**src/rtl/cache_tag_lookup.sv**
```systemverilog
// -----------------------------------------------------------------------------
// cache_tag_lookup
//
// Tag lookup and miss-fill controller for a 4-line fully associative cache.
// It holds valid/tag/data storage for the 4 ways and compares each CPU request
// tag against every valid way. A hit reports the matching way to the LRU unit
// and returns the stored data. A miss fetches the line over a req/ack memory
// handshake and fills a victim way: the lowest invalid way, otherwise the way
// the LRU unit offers on lru_way.
//
// Optional feature macro: CACHE_HIT_COUNTER_EN
//   When defined, adds saturating 16-bit hit_cnt / miss_cnt outputs. Each one
//   counts LOOKUP cycles with the matching result.
//
// Ports
//   clk         in   clock, rising edge
//   reset       in   asynchronous active-high reset
//   req_valid   in   CPU request present
//   req_tag     in   CPU request tag [TAG_W]
//   req_ready   out  request accepted this cycle (IDLE)
//   lru_way     in   victim way from the LRU unit
//   hit         out  lookup result (LOOKUP only)
//   line_index  out  accessed / filled way
//   lru_update  out  strobe: record line_index as most recently used
//   mem_req     out  memory fetch request
//   mem_tag     out  tag being fetched [TAG_W]
//   mem_ack     in   memory data valid
//   mem_data    in   fetched line data [DATA_W]
//   resp_valid  out  one-cycle response strobe
//   resp_data   out  response data [DATA_W]
//   hit_cnt     out  hit counter  (CACHE_HIT_COUNTER_EN only)
//   miss_cnt    out  miss counter (CACHE_HIT_COUNTER_EN only)
// -----------------------------------------------------------------------------
module cache_tag_lookup #(
    parameter int TAG_W  = 8,
    parameter int DATA_W = 8
) (
    input  logic              clk,
    input  logic              reset,
    input  logic              req_valid,
    input  logic [TAG_W-1:0]  req_tag,
    output logic              req_ready,
    input  logic [1:0]        lru_way,
    output logic              hit,
    output logic [1:0]        line_index,
    output logic              lru_update,
    output logic              mem_req,
    output logic [TAG_W-1:0]  mem_tag,
    input  logic              mem_ack,
    input  logic [DATA_W-1:0] mem_data,
    output logic              resp_valid,
    output logic [DATA_W-1:0] resp_data
`ifdef CACHE_HIT_COUNTER_EN
    ,
    output logic [15:0]       hit_cnt,
    output logic [15:0]       miss_cnt
`endif
);

    typedef enum logic [1:0] {
        S_IDLE,
        S_LOOKUP,
        S_MEM_WAIT,
        S_RESP
    } state_t;

    state_t r_state;
    state_t w_next_state;

    // Line storage
    logic [3:0]        r_valid;
    logic [TAG_W-1:0]  r_tag  [4];
    logic [DATA_W-1:0] r_data [4];

    // Request context
    logic [TAG_W-1:0]  r_req_tag;
    logic [1:0]        r_fill_way;
    logic              r_was_hit;
    logic [1:0]        r_line_index;
    logic [TAG_W-1:0]  r_mem_tag;
    logic [DATA_W-1:0] r_resp_data;

    logic [3:0] w_match_vec;
    logic       w_lookup_hit;
    logic [1:0] w_match_way;
    logic [1:0] w_fill_way;
    logic       w_fill_ack;

    // Tag compare and the two lowest-index priority encoders. Scanning from
    // way 3 down to way 0 leaves the lowest index as the final assignment.
    always_comb begin
        // NOTE: every variable gets a default before any conditional write so
        // no path leaves it unassigned, which would otherwise infer a latch.
        w_match_vec = '0;
        w_match_way = 2'd0;
        w_fill_way  = lru_way;
        for (int i = 3; i >= 0; i--) begin
            w_match_vec[i] = r_valid[i] && (r_tag[i] == r_req_tag);
            if (w_match_vec[i]) begin
                w_match_way = 2'(i);
            end
            if (!r_valid[i]) begin
                w_fill_way = 2'(i);
            end
        end
        w_lookup_hit = |w_match_vec;
    end

    assign w_fill_ack = (r_state == S_MEM_WAIT) && mem_ack;

    // State register
    always_ff @(posedge clk or posedge reset) begin
        if (reset) begin
            r_state <= S_IDLE;
        end else begin
            // NOTE: clocked state uses non-blocking assignments so every
            // register samples pre-edge values regardless of statement order.
            r_state <= w_next_state;
        end
    end

    // Next state and outputs
    always_comb begin
        w_next_state = r_state;
        req_ready    = 1'b0;
        hit          = 1'b0;
        lru_update   = 1'b0;
        mem_req      = 1'b0;
        resp_valid   = 1'b0;
        line_index   = r_line_index;
        case (r_state)
            S_IDLE: begin
                req_ready = 1'b1;
                if (req_valid) begin
                    w_next_state = S_LOOKUP;
                end
            end
            S_LOOKUP: begin
                hit = w_lookup_hit;
                if (w_lookup_hit) begin
                    line_index   = w_match_way;
                    lru_update   = 1'b1;
                    w_next_state = S_RESP;
                end else begin
                    w_next_state = S_MEM_WAIT;
                end
            end
            S_MEM_WAIT: begin
                mem_req = 1'b1;
                if (mem_ack) begin
                    w_next_state = S_RESP;
                end
            end
            S_RESP: begin
                resp_valid = 1'b1;
                // A fill is reported to the LRU unit only once data is back.
                if (!r_was_hit) begin
                    lru_update = 1'b1;
                    line_index = r_fill_way;
                end
                w_next_state = S_IDLE;
            end
            default: w_next_state = S_IDLE;
        endcase
    end

    assign mem_tag   = r_mem_tag;
    assign resp_data = r_resp_data;

    // Control registers and valid bits
    always_ff @(posedge clk or posedge reset) begin
        if (reset) begin
            r_valid      <= '0;
            r_req_tag    <= '0;
            r_fill_way   <= 2'd0;
            r_was_hit    <= 1'b0;
            r_line_index <= 2'd0;
            r_mem_tag    <= '0;
            r_resp_data  <= '0;
        end else begin
            case (r_state)
                S_IDLE: begin
                    if (req_valid) begin
                        r_req_tag <= req_tag;
                    end
                end
                S_LOOKUP: begin
                    r_was_hit <= w_lookup_hit;
                    if (w_lookup_hit) begin
                        r_line_index <= w_match_way;
                        r_resp_data  <= r_data[w_match_way];
                    end else begin
                        r_fill_way <= w_fill_way;
                        r_mem_tag  <= r_req_tag;
                    end
                end
                S_MEM_WAIT: begin
                    if (mem_ack) begin
                        r_valid[r_fill_way] <= 1'b1;
                        r_resp_data         <= mem_data;
                    end
                end
                S_RESP: begin
                    if (!r_was_hit) begin
                        r_line_index <= r_fill_way;
                    end
                end
                default: ;
            endcase
        end
    end

    // Tag and data arrays.
    // NOTE: storage has no reset; the valid bits alone mark contents as
    // meaningful, so clearing the arrays would only cost reset routing.
    always_ff @(posedge clk) begin
        if (w_fill_ack) begin
            r_tag[r_fill_way]  <= r_req_tag;
            r_data[r_fill_way] <= mem_data;
        end
    end

`ifdef CACHE_HIT_COUNTER_EN
    // Saturating lookup statistics
    always_ff @(posedge clk or posedge reset) begin
        if (reset) begin
            hit_cnt  <= '0;
            miss_cnt <= '0;
        end else if (r_state == S_LOOKUP) begin
            if (w_lookup_hit) begin
                if (hit_cnt != 16'hFFFF) begin
                    hit_cnt <= hit_cnt + 16'd1;
                end
            end else begin
                if (miss_cnt != 16'hFFFF) begin
                    miss_cnt <= miss_cnt + 16'd1;
                end
            end
        end
    end
`endif

endmodule

```
**config.mk**
```make
export PLATFORM = sky130hd
export DESIGN_NAME = cache_tag_lookup
export DESIGN_NICKNAME = d
export VERILOG_FILES = /design/src/rtl/cache_tag_lookup.sv
export SDC_FILE = /design/constraint.sdc
export NUM_CORES = 1
export LEC_CHECK = 0
export ABC_AREA = 1
export BUFFER_PORTS_ARGS = -buffer_cell sky130_fd_sc_hd__buf_2
export CORE_MARGIN = 2
export CORE_UTILIZATION = 63
export DETAILED_ROUTE_END_ITERATION = 10
export PLACE_DENSITY_LB_ADDON = 0.3
export SYNTH_ARGS = -nofsm -noshare
export SYNTH_HDL_FRONTEND = slang
export SYNTH_SLANG_ARGS = --single-unit
```
**constraint.sdc**
```tcl
create_clock -name clk -period 3.15 [get_ports clk]
set_clock_uncertainty 0.1 [all_clocks]
set_input_delay 0.4725 -clock clk [delete_from_list [all_inputs] [get_ports clk]]
set_output_delay 0.4725 -clock clk [all_outputs]
set_load 0.02 [all_outputs]
```
# After elaboration in Yosys (flattened, before gate mapping)
# Memories as Yosys holds them, arrays and structs flattened.
# Index checks and enable logic that the tools add are counted.
[totals]
reg_bits = 35
latchBits = 0
ram_bits = 64
rom_bits = 0
input_bits = 22
out_inout_bits = 23
wordCells = 67
memories = 2
[op_classes]
addsub = 0
mul = 0
div_mod_pow = 0
n_lt_le_gt_ge = 2
n_eq_ne = 10
n_shift = 0
mux = 29
n_bitwise = 2
reduce_logical = 14
[memory_table]
columns = ["memory", "depth", "width", "read_ports", "rd_ports_with_merged_regs", "wr", "line_no", "rtl"]
rows = [
  ["r_data", 4, 8, 1, 0, 1, "73", "logic [DATA_W-1:0] r_data [4];"],
  ["r_tag", 4, 8, 4, 0, 1, "72", "logic [TAG_W-1:0] r_tag [4];"],
]
[op_table]
columns = ["op", "n"]
rows = [
  ["== test 8 bit", 4],
  ["two-way mux 2 bit", 12],
  ["two-way mux 8 bit", 2],
  ["one-hot mux 8 bit (2 select lines)", 1],
  ["two-way mux 1 bit", 10],
  ["one-hot mux 2 bit (4 select lines)", 1],
  ["AND reduction 2 bit", 4],
  ["logical AND 1 bit", 6],
  ["!= test 2 bit, second input constant", 3],
  ["== test 2 bit, second input constant", 2],
  ["bitwise OR 4 bit", 1],
  ["one-hot mux 2 bit (2 select lines)", 1],
  ["OR reduction 4 bit", 1],
  ["less-than comparator 2 x 3 -> 1 bit, second input constant", 1],
  ["AND reduction 3 bit", 1],
  ["demux 1 bit (select 2 bit)", 1],
  ["== test 2 x 1 -> 1 bit, second input constant", 1],
  [">= comparator 2 x 1 -> 1 bit, second input constant", 1],
  ["zero test 2 bit", 1],
  ["one-hot mux 1 bit (2 select lines)", 1],
  ["nonzero test 2 bit", 1],
  ["inverter 1 bit", 1],
]

# Longest topological paths before layout
# Gate-level depths: netlist (run 1).
# An unclocked memory read counts as a cell.
[depth]
depth_word = 10
mapped_depth = 18
ltp_nobuf = 16

# Worst setup path after synthesis (run 1)
# Ideal clock, no wire load.
[synth_path]
path_kind = "register -> output"
start = "reg r_req_tag[6]"
end = "out line_index[0]"
arrival_ns = 1.983
t_required_ns = 2.577
path_slack_ns = 0.594
path_stages_with_launch = 9
n_path_buf = 1
cell_sequence = "dfrtp_1 > buf_2 > xnor2_1 > nand3_1 > o21ai_4 > inv_2 > a21oi_2 > inv_2 > o211ai_1"
[synth_between]
elab_chain_cells = 8
word_cells_on_any_way = 15
classes_between = "eq/ne: 4; mux: 6; reduce/logical: 5"
[synth_rtl]
columns = ["element", "line_no", "rtl"]
rows = [
  ["start: declaration", "76", "logic [TAG_W-1:0] r_req_tag;"],
  ["start signal: assignment", "184", "r_req_tag <= req_tag;"],
  ["== test 8 bit", "98", "w_match_vec[i] = r_valid[i] && (r_tag[i] == r_req_tag);"],
  ["logical AND 1 bit", "98", ""],
  ["two-way mux 2 bit (4 in series)", "99", "if (w_match_vec[i]) begin"],
  ["two-way mux 2 bit (*)", "n/a", ""],
  ["one-hot mux 2 bit (2 select lines) (*)", "n/a", ""],
  ["end: declaration", "45", "output logic [1:0] line_index,"],
]
# Every way passes the cells marked *; elsewhere a longest branch is shown, timed or not.

# Worst setup path in the final report (run 1)
[layout_path]
start = "reg r_req_tag[0]"
end = "out line_index[0]"
# The elaborated chain is that of the path after synthesis.

==> flow_metrics.env, run 1 <==
export IMPL_outcome="complete, no violations"
export IMPL_start_kind="flop"
export IMPL_area_growth_pct=12.5
export IMPL_grt_pass1_vias=3029
export IMPL_cts_root_buf="clkbuf_8"
export IMPL_max_stage_delay_ps=480
export IMPL_clockPowerShare=0.186
export IMPL_layout_common_cells="nand2_1, edfxtp_1, nor2_1, buf_2, nand3_1"
export IMPL_muxShareOfSynthArea=0.00256
export IMPL_vias=3294
export IMPL_period_minus_slack_ps=2960
export IMPL_synth_fa_ha_area_frac=0.0114
export IMPL_power_leakage_nw=2.18
export IMPL_dp_cells=571
export IMPL_fillers=474
export IMPL_switching_share=0.404
export IMPL_grt_pass1_wl_um=15400
export IMPL_setup_violations=0
export IMPL_antenna_found_initial=0
export IMPL_finalMaxSlewViolations=0
export IMPL_num_antenna_cells=0
export IMPL_drc=0
export IMPL_drtIter0Drc=342
export IMPL_netlist_area_um2=4400
export IMPL_crit_type="reg2out"
export IMPL_synth_cell_types=32
export IMPL_cts_buffers=9
export IMPL_crit_arrival_ps=2380
export IMPL_final_common_cell="nand2_1"
export IMPL_maxCapViolCount=0
export IMPL_synth_top_family_by_area="simple AND/OR/NAND/NOR gates"
export IMPL_wl_per_cell_um=16.4
export IMPL_start_util=0.648
export IMPL_final_antenna_net_count=0
export IMPL_hold_viol_final=0
export IMPL_intPower_mw=2.56
export IMPL_final_seq_area_um2=2810
export IMPL_vias_per_cell=5.57
export IMPL_layout_nets=516
export IMPL_synth_top_area_cell="edfxtp_1"
export IMPL_cp_max_fo=17
export IMPL_design_area_um2=4960
export IMPL_cts_tree="done"
export IMPL_fin_crit_sh=0.938
export IMPL_yosys_area_share_simple=0.217
export IMPL_die_x_um=87.6
export IMPL_synth_xor_area_frac=0.0159
export IMPL_hp_class="in2async"
export IMPL_p_sw_mw=1.73
export IMPL_cp_end_kind="primary output"
export IMPL_core_area_um2=6790
export IMPL_ys_top_cells_by_area="edfxtp_1, dfrtp_1, nand2_1, nor2_1, nand3_1"
export IMPL_row_count=30
export IMPL_gr_usage_all_layers=0.271
export IMPL_die_h_um=87.6
export IMPL_routabilityCongestion=0.931
export IMPL_hpwl_um=6360
export IMPL_dr_pass1_iters=5
export IMPL_critPathMostFrequentCell="nand2_1"
export IMPL_synth_avg_cell_area_um2=10.1
export IMPL_final_layout_size_suffix_gt1_frac=0.210
export IMPL_netlist_area_leader_share=0.436
export IMPL_power_frac_seq=0.457
export IMPL_overflow=0
export IMPL_ys_ff_latch=99
export IMPL_die_area_um2=7680
export IMPL_io_pin_count=45
export IMPL_fin_util=0.729
export IMPL_insertion_delay_ps=370
export IMPL_portBuffers=44
export IMPL_routed_wl_um=9700
export IMPL_synth_compound_area_share=0.0679
export IMPL_htreeDepth=3
export IMPL_path_cells="inv_2, nand2_1, nand2_1, nor2_2, nand3_2, nor2_2, nand2_1, nand2_4, nand2_4, o211ai_1, buf_2"
export IMPL_ys_seq_area_frac=0.635
export IMPL_multi_input_area_um2=1390
export IMPL_max_slew_margin=0.597
export IMPL_powerDensity_nw_per_um2=867
export IMPL_grt_max_degree=36
export IMPL_ir_worst_vdd_mv=0.623
export IMPL_layoutNonFillerInstCount=591
export IMPL_critPathSlowestCell="dfrtp_2"
export IMPL_max_freq_ghz=0.338
export IMPL_worst_pin_slew_ps=603
export IMPL_cp_required_ps=2580
export IMPL_place_area_um2=4720
export IMPL_cts_buffer_depth=2
export IMPL_synth_warnings=0
export IMPL_pwr_share_comb=0.357
export IMPL_synth_nets=461
export IMPL_syn_inst=435
export IMPL_numClockSinks=99
export IMPL_path_clk_slew_ps=100
## registers in the layout (all words and copies together) (netlist names), 4 cells and up
signal / flops
resp_data: 8
r_tag: 32
r_data: 32
r_valid: 4
mem_tag: 8
r_req_tag: 8
## cell type report
cell class / count / share of cell area
clock buffers: 11 / 0.0305
clock inverters: 5 / 0.00833
inverters: 41 / 0.0311
multi-input cells: 285 / 0.280
flip-flops and latches: 99 / 0.566
well taps: 96 / 0.0242
repair buffers: 54 / 0.0596
## cells in the mapped netlist
| cell | number |
|---|---|
| clkinv_1 | 1 |
| inv_2 | 8 |
| buf_4 | 2 |
| xnor2_1 | 3 |
| o211ai_2 | 1 |
| nand2_4 | 5 |
| o21ai_1 | 2 |
| nor2_4 | 1 |
| nand2_1 | 119 |
| mux2_2 | 1 |
| ha_1 | 4 |
| or2_0 | 2 |
| o21ai_0 | 21 |
| xor2_1 | 5 |
| edfxtp_1 | 64 |
| o21ai_4 | 2 |
| nand3_1 | 33 |
| inv_1 | 32 |
| nand2_2 | 1 |
| nand3_2 | 2 |
| o211ai_1 | 4 |
| dfrtp_1 | 35 |
| buf_6 | 2 |
| nor3_1 | 4 |
| a21oi_2 | 1 |
| nor3_2 | 1 |
| clkbuf_1 | 1 |
| nor2_1 | 49 |
| buf_1 | 1 |
| a21oi_1 | 20 |
| buf_2 | 4 |
| nor2_2 | 4 |
## path summary, 6_finish.rpt
check,startpoint,to,slack (ps),cells after the start
worst max register to register,r_state[0],resp_data[2],910,9
max in group asynchronous,reset,r_req_tag[4],2480,3
worst max-delay path,r_req_tag[0],line_index[0],190,11
worst min register to register,resp_data[6],resp_data[6],390,2
min in group clk,mem_data[0],r_data[0][0],230,1
worst min-delay path,reset,resp_data[5],90,3
## power by group through the flow
stage	Combinational (mW)	Sequential [mW]	Clock, mW
3_5_place_dp	1.51	1.97	0
2_1_floorplan	1.03	2.01	0
5_1_grt	1.71	1.99	0.849
3_3_place_gp	1.47	1.95	0
6_report	1.53	1.96	0.800
4_1_cts	1.52	1.94	0.799
## repair_timing
action / in CTS / in global routing
hold buffers: 0 / 0
hold endpoints to repair: 0 / 0
resized for setup: 0 / 7
setup buffers: 0 / 4
endpoints found under the setup margin: 0 / 2
## cell families (layout without fill, tap and decap cells)
group,Yosys count,in the layout
simple gates,221,221
flops,99,99
mux,1,1
buf+inv,51,111
xor+xnor,8,8
compound gates,51,51
fa+ha+maj,4,4
## worst max-delay path, delay by kind of cell (launching register included)
family | cells | cell delay [ps]
and+or+nand+nor | 8 | 950
DFF | 1 | 480
buffers and inverters | 2 | 300
AOI/OAI and AO/OA | 1 | 280
## routing by layer
metal	track usage	up-vias	wire, um
met2	0.406	162	4550
li1	-	1540	-
met1	0.390	1569	4190
met5	0	-	0
met4	0.0937	0	236
met3	0.0716	23	722
## per-stage QoR
| step | hold slack, ps | TNS (ps) | setup slack, ps | power, mW |
|---|---|---|---|---|
| CTS | 108 | 0 | 84.4 | 4.26 |
| detailed placement | 360 | 0 | 512 | 3.47 |
| global placement | 356 | 0 | 552 | 3.42 |
| global route | 146 | -2.91 | -2.91 | 4.55 |
| finish | 87.3 | 0 | 195 | 4.29 |
| floorplan | 347 | 0 | 594 | 3.05 |
(Power assumes the default switching activity.)
==> run 2, diff against run 1 <==
--- a/config.mk
+++ b/config.mk
@@ -10,6 +10,7 @@
 export CORE_MARGIN = 2
 export CORE_UTILIZATION = 63
 export DETAILED_ROUTE_END_ITERATION = 10
+export GPL_TIMING_DRIVEN = 0
 export PLACE_DENSITY_LB_ADDON = 0.3
 export SYNTH_ARGS = -nofsm -noshare
 export SYNTH_HDL_FRONTEND = slang
==> flow_metrics.env, run 2 (synthesis results as in run 1) <==
export IMPL_layoutNonFillerInstCount=599
export IMPL_hold_viol_final=0
export IMPL_cp_end_kind="primary output"
export IMPL_hpwl_um=6410
export IMPL_dp_cells=577
export IMPL_fin_util=0.741
export IMPL_period_minus_slack_ps=3030
export IMPL_cp_max_fo=10
export IMPL_crit_arrival_ps=2460
export IMPL_critPathSlowestCell="dfrtp_2"
export IMPL_cts_hold_fix_buffers=0
export IMPL_reg2reg_from="r_state[0]"
export IMPL_final_seq_area_um2=2810
export IMPL_reg_top3="r_data: 32 flops, r_tag: 32 flops"
export IMPL_cts_buffer_depth=2
export IMPL_outcome="complete, no violations"
export IMPL_drtIter0Drc=336
export IMPL_clockPowerShare=0.179
export IMPL_vias=3263
export IMPL_cts_buffers=9
export IMPL_grt_max_degree=36
export IMPL_p_sw_mw=1.72
export IMPL_htreeDepth=3
export IMPL_worst_pin_slew_ps=978
export IMPL_die_x_um=87.6
export IMPL_io_pin_count=45
export IMPL_row_count=30
export IMPL_start_util=0.648
export IMPL_power_leakage_nw=2.21
export IMPL_start_kind="flop"
export IMPL_die_h_um=87.6
export IMPL_critPathMostFrequentCell="nand2_1"
export IMPL_gr_usage_all_layers=0.259
export IMPL_wl_per_cell_um=15.4
export IMPL_grt_pass1_wl_um=14800
export IMPL_total_power_mw=4.36
export IMPL_layout_setup_ws_ps=117
export IMPL_routabilityCongestion=0.806
export IMPL_critPathTopFamily="simple AND/OR/NAND/NOR gates"
export IMPL_reg2regPathDepth=5
export IMPL_core_area_um2=6790
export IMPL_fin_crit_sh=0.963
export IMPL_routed_wl_um=9250
export IMPL_pwr_share_comb=0.378
export IMPL_layout_common_cells="nand2_1, edfxtp_1, nor2_1, buf_2, nand3_1"
export IMPL_max_freq_ghz=0.330
export IMPL_final_antenna_net_count=0
export IMPL_final_layout_size_suffix_gt1_frac=0.223
export IMPL_path_clk_slew_ps=90
export IMPL_switching_share=0.393
export IMPL_cts_tree="done"
export IMPL_crit_type="reg2out"
export IMPL_setup_violations=0
export IMPL_max_stage_delay_ps=470
export IMPL_num_antenna_cells=0
export IMPL_powerDensity_nw_per_um2=867
export IMPL_ir_worst_vdd_mv=0.697
export IMPL_portBuffers=44
export IMPL_drc=0
export IMPL_area_growth_pct=14.3
export IMPL_multi_input_area_um2=1400
export IMPL_path_buf_inv=3
export IMPL_r2r_slack_ps=740
export IMPL_dr_pass1_iters=5
export IMPL_hp_class="in2async"
export IMPL_insertion_delay_ps=360
export IMPL_final_common_cell="nand2_1"
export IMPL_intPower_mw=2.65
export IMPL_grt_pass1_vias=3139
export IMPL_path_cells="clkinvlp_4, nand2_1, nand2_1, nor2_1, nand2_1, nor2_1, nand2_2, nand2_4, nand2_4, buf_6, o211ai_1, buf_4"
export IMPL_max_slew_margin=0.345
export IMPL_die_area_um2=7680
export IMPL_power_frac_seq=0.442
export IMPL_post_place_ws_ps=441
export IMPL_finalMaxSlewViolations=0
export IMPL_cts_root_buf="clkbuf_8"
export IMPL_layout_nets=524
export IMPL_antenna_found_initial=0
export IMPL_vias_per_cell=5.45
export IMPL_rr_endpoint="r_data[1][5]"
export IMPL_maxCapViolCount=0
export IMPL_design_area_um2=5040
export IMPL_overflow=0
export IMPL_cp_required_ps=2580
export IMPL_numClockSinks=99
export IMPL_place_area_um2=4770
export IMPL_fillers=450
## run 2: cell count changes in the layout (fill, tap and decap cells not counted), sizes merged
cell,delta
clkinvlp,+1
clkbuf,+2
inv,-4
clkinv,+2
buf,+7
## run 2: area by class of cell
cell class,instances,area share
Multi-Input combinational cell,285,0.278
Inverter,41,0.0313
Tap cell,96,0.0239
Timing Repair Buffer,52,0.0576
Sequential cell,99,0.557
Clock buffer,12,0.0330
Buffer,10,0.0129
Clock inverter,4,0.00621
## run 2: power by group through the flow
stage	clock [mW]	combinational [mW]	sequential (mW)
2_1_floorplan	0	1.03	2.01
6_report	0.783	1.65	1.93
4_1_cts	0.789	1.60	1.92
5_1_grt	0.835	1.84	1.96
3_3_place_gp	0	1.52	1.93
3_5_place_dp	0	1.59	1.94
## run 2: worst max-delay path by stage
stage | to | cells past startpoint | slack [ps] | startpoint
4_1_cts | line_index[0] | 9 | 4 | r_req_tag[2]
3_5_place_dp | line_index[0] | 9 | 440 | r_req_tag[2]
5_1_grt | line_index[0] | 10 | -10 | r_req_tag[2]
3_3_place_gp | line_index[0] | 9 | 480 | r_req_tag[2]
2_1_floorplan | line_index[0] | 8 | 590 | r_req_tag[6]
6_report | line_index[0] | 12 | 120 | r_req_tag[2]
## run 2: per-layer routing
layer / routed length [um] / vias to the layer above / global-route usage
li1: - / 1556 / -
met1: 3970 / 1547 / 0.365
met2: 4440 / 146 / 0.404
met3: 664 / 14 / 0.0405
met4: 172 / 0 / 0.120
met5: 0 / - / 0
## run 2: repair_timing
item	CTS	global route
endpoints found under the setup margin	0	1
buffers inserted	0	6
resized for setup	0	9
## run 2: per-stage QoR
step / hold WS (ps) / TNS, ps
3_3_place_gp: 357 / 0
5_1_grt: 196 / -10.2
2_1_floorplan: 347 / 0
4_1_cts: 220 / 0
6_report: 120 / 0
3_5_place_dp: 361 / 0
